`src/rtl/skew_delay_line.sv`:
```
// Multi-channel programmable delay line with optional diagonal skew (channel c gets +c cycles),
// per-sample valid tracking, stall, flush and a busy-guarded configuration register.
module skew_delay_line #(
  parameter int DW_DATA   = 8,
  parameter int N_CH      = 4,
  parameter int MAX_DEPTH = 16,
  parameter int W_DEPTH   = 5
) (
  input  logic                      clk,
  input  logic                      reset,
  input  logic                      cfg_load,
  input  logic [W_DEPTH-1:0]        cfg_depth,
  input  logic                      cfg_skew_en,
  output logic                      cfg_err,
  input  logic                      in_valid,
  output logic                      in_ready,
  input  logic [N_CH*DW_DATA-1:0]   in_data,
  input  logic                      stall,
  input  logic                      flush,
  output logic [N_CH-1:0]           out_valid,
  output logic [N_CH*DW_DATA-1:0]   out_data,
  output logic                      busy
);

  localparam int S     = MAX_DEPTH + N_CH - 1;
  localparam int W_IDX = (S > 1) ? $clog2(S) : 1;

  logic [DW_DATA-1:0] data_q [N_CH][S];
  logic [DW_DATA-1:0] data_d [N_CH][S];
  logic [S-1:0]       vld_q  [N_CH];
  logic [S-1:0]       vld_d  [N_CH];

  logic [W_DEPTH-1:0] cfg_depth_q, cfg_depth_d;
  logic               skew_en_q, skew_en_d;
  logic               cfg_err_q, cfg_err_d;

  int                 deff;
  int                 tap_int [N_CH];
  logic [W_IDX-1:0]   tap_idx [N_CH];
  logic               busy_w;

  // Effective depth is clamped to [1, MAX_DEPTH]; each channel taps stage L_c-1.
  always_comb begin
    deff = int'(cfg_depth_q);
    if (deff < 1) begin
      deff = 1;
    end else if (deff > MAX_DEPTH) begin
      deff = MAX_DEPTH;
    end
    for (int c = 0; c < N_CH; c++) begin
      tap_int[c] = deff - 1 + (skew_en_q ? c : 0);
      tap_idx[c] = W_IDX'(tap_int[c]);
    end
  end

  always_comb begin
    busy_w = 1'b0;
    for (int c = 0; c < N_CH; c++) begin
      busy_w = busy_w | (|vld_q[c]);
    end
  end

  // NOTE: every output of a combinational block gets a default first, so no path infers a latch.
  always_comb begin
    data_d = data_q;
    vld_d  = vld_q;
    if (flush) begin
      for (int c = 0; c < N_CH; c++) begin
        vld_d[c] = '0;
      end
    end else if (!stall) begin
      for (int c = 0; c < N_CH; c++) begin
        data_d[c][0] = in_valid ? in_data[c*DW_DATA +: DW_DATA] : '0;
        vld_d[c][0]  = in_valid;
        for (int j = 1; j < S; j++) begin
          data_d[c][j] = data_q[c][j-1];
          // Flags are dropped once a sample moves past its channel's tap, so busy
          // falls as soon as the last sample has been presented.
          vld_d[c][j]  = vld_q[c][j-1] && (j <= tap_int[c]);
        end
      end
    end
  end

  always_comb begin
    cfg_depth_d = cfg_depth_q;
    skew_en_d   = skew_en_q;
    cfg_err_d   = cfg_load & busy_w;
    if (cfg_load && !busy_w) begin
      cfg_depth_d = cfg_depth;
      skew_en_d   = cfg_skew_en;
    end
  end

  // NOTE: the data stages are reset too, because out_data and the stage contents must read as zero after reset.
  always_ff @(posedge clk or posedge reset) begin
    if (reset) begin
      data_q      <= '{default: '0};
      vld_q       <= '{default: '0};
      cfg_depth_q <= W_DEPTH'(1);
      skew_en_q   <= 1'b0;
      cfg_err_q   <= 1'b0;
    end else begin
      data_q      <= data_d;
      vld_q       <= vld_d;
      cfg_depth_q <= cfg_depth_d;
      skew_en_q   <= skew_en_d;
      cfg_err_q   <= cfg_err_d;
    end
  end

  always_comb begin
    out_valid = '0;
    out_data  = '0;
    for (int c = 0; c < N_CH; c++) begin
      if (!stall && vld_q[c][tap_idx[c]]) begin
        out_valid[c]                    = 1'b1;
        out_data[c*DW_DATA +: DW_DATA]  = data_q[c][tap_idx[c]];
      end
    end
  end

  assign in_ready = ~stall;
  assign busy     = busy_w;
  assign cfg_err  = cfg_err_q;

endmodule

```
`config.mk`:
```
export PLATFORM = sky130hd
export DESIGN_NAME = skew_delay_line
export DESIGN_NICKNAME = d
export VERILOG_FILES = /design/src/rtl/skew_delay_line.sv
export SDC_FILE = /design/constraint.sdc
export NUM_CORES = 2
export LEC_CHECK = 0
export ABC_AREA = 1
export CORE_ASPECT_RATIO = 0.7
export CORE_MARGIN = 4
export CORE_UTILIZATION = 58
export DETAILED_ROUTE_END_ITERATION = 8
export GPL_TIMING_DRIVEN = 0
export PLACE_DENSITY = 0.79
export SLEW_MARGIN = 30
export SYNTH_ARGS = -nofsm -noshare
export SYNTH_HDL_FRONTEND = slang
export SYNTH_SLANG_ARGS = --single-unit
```
`constraint.sdc`:
```
create_clock -name clk -period 65.5 [get_ports clk]
set_input_delay 6.55 -clock clk [delete_from_list [all_inputs] [get_ports clk]]
set_output_delay 6.55 -clock clk [all_outputs]
set_load 0.05 [all_outputs]
```
==> run summary <==
The biggest cell delay along the critical path came out at 880 ps. Traced cell by cell, the critical path runs through clkdlybuf4s50_1, a21oi_1, nand3_2, nor2_1, clkdlybuf4s50_1. Setup repair after global routing left no endpoint under its margin.

During synthesis, Yosys emitted a total of 0 warnings. The end-of-flow core utilization was 0.660; the logic gate share of total power was 0.532. Global routing finished with a remaining overflow of 0. The post-synthesis instance total was 4374; the y dimension of the die was 209 um. The number of synthesized flops with an enable pin was 0.

The tools report the share of the yosys chip area belonging to registers as 0.515. In the final routed layout, each cell accounts on average for 24.8 um. The run gives 0.274 as the sequential share of power. The leading cell type by number of instances after synthesis is sky130_fd_sc_hd__nand2_1. On the critical path, the stage with the largest delay is an instance of sky130_fd_sc_hd__clkdlybuf4s50_1. The post-synthesis average cell area is 7.65 um2, and the area share of the largest cell type after synthesis is 0.514.

The peak fanout along the critical path is 9. In this run the tool buffered the top-level ports with 80 buffer cells. Summing internal, switching and leakage power gives 2.00 mW. The tools report the total track usage as 0.424. The type of element capturing the critical path was an output pin.

The final layout contains routed wiring with a total length of 132000 um. The flow ran to the end, but the final reports show violations. Setup violations remaining at the end of the flow were counted as 0. After detailed routing, the number of remaining DRC violations is 17. After synthesis, the most frequently instantiated cells are 1495 x sky130_fd_sc_hd__nand2_1, 798 x sky130_fd_sc_hd__o21ai_0, 687 x sky130_fd_sc_hd__dfrtp_1. By area the synthesized netlist is led by sky130_fd_sc_hd__dfrtp_1 51%, sky130_fd_sc_hd__nand2_1 17%, sky130_fd_sc_hd__o21ai_0 12%. The clock tree synthesis step divided the H-tree into 3 levels. Counting distinct cell types in the post-synthesis netlist gives 43. The maximum number of pins on one net before global-route repair is 94. The final reports fail on DRC. The antenna diode count is 0. Across the run, the number of max-cap violations was 0. The run gives 0 as the post-CTS resize count. For the final routed database, the setup TNS stands at 0 ps. Count of pins over their slew limit: 0. The root buffer cell chosen for the clock tree is sky130_fd_sc_hd__clkbuf_16. TritonCTS built the clock tree. Counting flops and latches in the post-synthesis netlist gives 688. The logs give 4588 for the total number of nets in the final design and 94200 um for the detailed-placement wirelength estimate.

The clock drives 688 sinks. Time the worst path needs with I/O delays and setup: 15890 ps. The remaining antenna violation count was 0. The critical path contains buffers and inverters numbering 2 combined. The number of cell rows was 73; the count of routing violations after the opening detailed-route iteration was 6556. Data arrives at the worst endpoint at 9340 ps.

For the number of nets in the synthesized netlist, the log shows 4428. Via count of the first global-routing pass: 30800. The dominant cell type by area after synthesis is sky130_fd_sc_hd__dfrtp_1. The initial standard-cell utilization of the core came out at 0.588.

The highest clock rate is 62.9 MHz. The run gives 9 as the detailed-routing iteration count for the pre-antenna-repair pass. The first global-routing pass estimated 195000 um of wire.

After synthesis the cells add up to 33500 um2. The worst setup path is launched from a primary input. The cell family contributing the most delay on the critical path is buffers and inverters.

The mean number of vias per cell came out at 6.35. In this run the horizontal extent of the chip is 295 um. The weighted congestion at the end of routability-driven global placement is 1.03. Transition time at the pin with the least slew margin: 1180 ps. Insertion delay of the later-clocked pin in the worst-skew pair: 630 ps.

The final clock period utilization by the worst path is 0.243, and the leakage power figure is 17.6 nW. The cell that appears most often on the critical path is sky130_fd_sc_hd__clkdlybuf4s50_1. The post-synthesis async set-or-reset flop share was 1.00; the part of the power in the clock network was 0.194. The longest clock path from root to sink contains 3 buffers.

The core region is 56900 um2. Buffers added to address setup during post-CTS repair amount to 0. The run gives 83 as the I/O pin count.

Detailed routing inserted a total of 33800 vias. Dividing total power by cell area gives a power density of 53.2 nW/um2. At the worst endpoint, the required time is 58950 ps. Summed over all nets, the switching power comes to 1.02 mW.

The setup check on the worst reg-to-reg path leaves a slack of 58430 ps. The switching part of the total power is 0.509. Counting the buffers created by CTS gives 67. The share of cells above drive strength 1 was 0.0491; the maximum vdd drop was 0.0000480 V. The number of hold-slack violations in the final timing report was 0; the clock transition at the registers of the reported paths was 60 ps.

The dominant register cell in the synthesized netlist was sky130_fd_sc_hd__dfrtp_1. The max-slew headroom at the worst pin came out at 0.216. The number of antenna violations at the first check in global routing is 4, and the internal power component is 982 uW. Compared with the post-synthesis result, the final layout area differs by 12.3%. Class of the tightest hold or removal check: flip-flop to flip-flop. For the final database, setup skew stands at 32.4 ps. The critical path is of the primary input to output pin type. The die covers 61700 um2. The count of hold buffers inserted by post-cts repair was 0.
[worst register-to-register path: stages, from the launching register on]
cell,delay [ps]
sky130_fd_sc_hd__dfrtp_1,440
sky130_fd_sc_hd__inv_2,260
sky130_fd_sc_hd__nand2_1,310
sky130_fd_sc_hd__nand2_1,210
sky130_fd_sc_hd__buf_2,210
sky130_fd_sc_hd__buf_2,320
sky130_fd_sc_hd__buf_2,360
sky130_fd_sc_hd__ha_1,270
sky130_fd_sc_hd__inv_1,300
sky130_fd_sc_hd__clkbuf_2,490
sky130_fd_sc_hd__fa_1,630
sky130_fd_sc_hd__buf_2,340
sky130_fd_sc_hd__inv_2,280
sky130_fd_sc_hd__nand2_1,200
sky130_fd_sc_hd__clkbuf_1,820
sky130_fd_sc_hd__clkbuf_1,900
sky130_fd_sc_hd__a21oi_1,280
sky130_fd_sc_hd__o211ai_1,300
sky130_fd_sc_hd__nand2_1,70
[flip-flops by register name, indices dropped and copies added (netlist names)]
signal / cells
skew_en_q: 1
cfg_err: 1
data_q: 608
vld_q: 73
cfg_depth_q: 5
[routing by layer]
metal / GRT usage / up-vias / wire, um
met5: 0.000787 / - / 64
met4: 0.169 / 8 / 6850
met3: 0.230 / 540 / 25900
met2: 0.530 / 2988 / 48500
met1: 0.606 / 15900 / 50800
li1: - / 14400 / -
[power groups by stage]
stage	Combinational (mW)	Sequential, mW	Clock (mW)
6_report	1.06	0.548	0.388
5_1_grt	1.11	0.554	0.402
4_1_cts	0.988	0.544	0.385
3_5_place_dp	0.980	0.551	0
3_3_place_gp	0.971	0.551	0
2_1_floorplan	0.618	0.538	0
[cell type report]
cell class / count / area (um2)
Timing Repair Buffer: 91 / 1060
Buffer: 284 / 1160
Multi-Input combinational cell: 2964 / 13500
Clock inverter: 15 / 140
Tap cell: 750 / 938
Inverter: 438 / 1650
Clock buffer: 100 / 1950
Sequential cell: 688 / 17200
Fill cell: 4839 / 19300
[logic make-up after synthesis]
family	Yosys count	synth area share
XOR/XNOR	3	0.00146
AO/OA/AOI/OAI	1039	0.167
AND/OR/NAND/NOR	1912	0.230
buffers and inverters	722	0.0833
flip-flops	688	0.515
adder cells (fa/ha/maj)	10	0.00396
[layout by cell type (no fill, tap or decap), types with 43 or more instances in the layout]
cell	instances
sky130_fd_sc_hd__nand2_1	1495
sky130_fd_sc_hd__o21ai_0	798
sky130_fd_sc_hd__buf_2	45
sky130_fd_sc_hd__clkbuf_16	68
sky130_fd_sc_hd__a21oi_1	91
sky130_fd_sc_hd__nor2_1	108
sky130_fd_sc_hd__clkdlybuf4s50_1	80
sky130_fd_sc_hd__inv_1	424
sky130_fd_sc_hd__o221ai_1	43
sky130_fd_sc_hd__clkbuf_1	227
sky130_fd_sc_hd__nand3_1	227
sky130_fd_sc_hd__dfrtp_1	687
[metrics by stage]
stage	hold slack [ps]	setup slack (ps)	cell area, um2	cells
floorplan	453	39660	33500	4374
global placement	458	31810	35200	5204
detailed placement	465	49830	35400	5212
CTS	480	49830	37500	5327
global route	498	49650	37600	5330
finish	473	49610	37600	5330
[final timing paths]
| path | start | to | depth (start not counted) |
|---|---|---|---|
| worst max-delay path | stall | out_data[1] | 5 |
| worst max register to register | cfg_depth_q[4] | vld_q[11] | 18 |
| min in group asynchronous | reset | data_q[252] | 2 |
| worst min register to register | data_q[254] | data_q[246] | 2 |
| worst min-delay path | data_q[254] | data_q[246] | 2 |
| max in group asynchronous | reset | data_q[304] | 5 |
No activity file was read; power rests on OpenSTA's default activity.
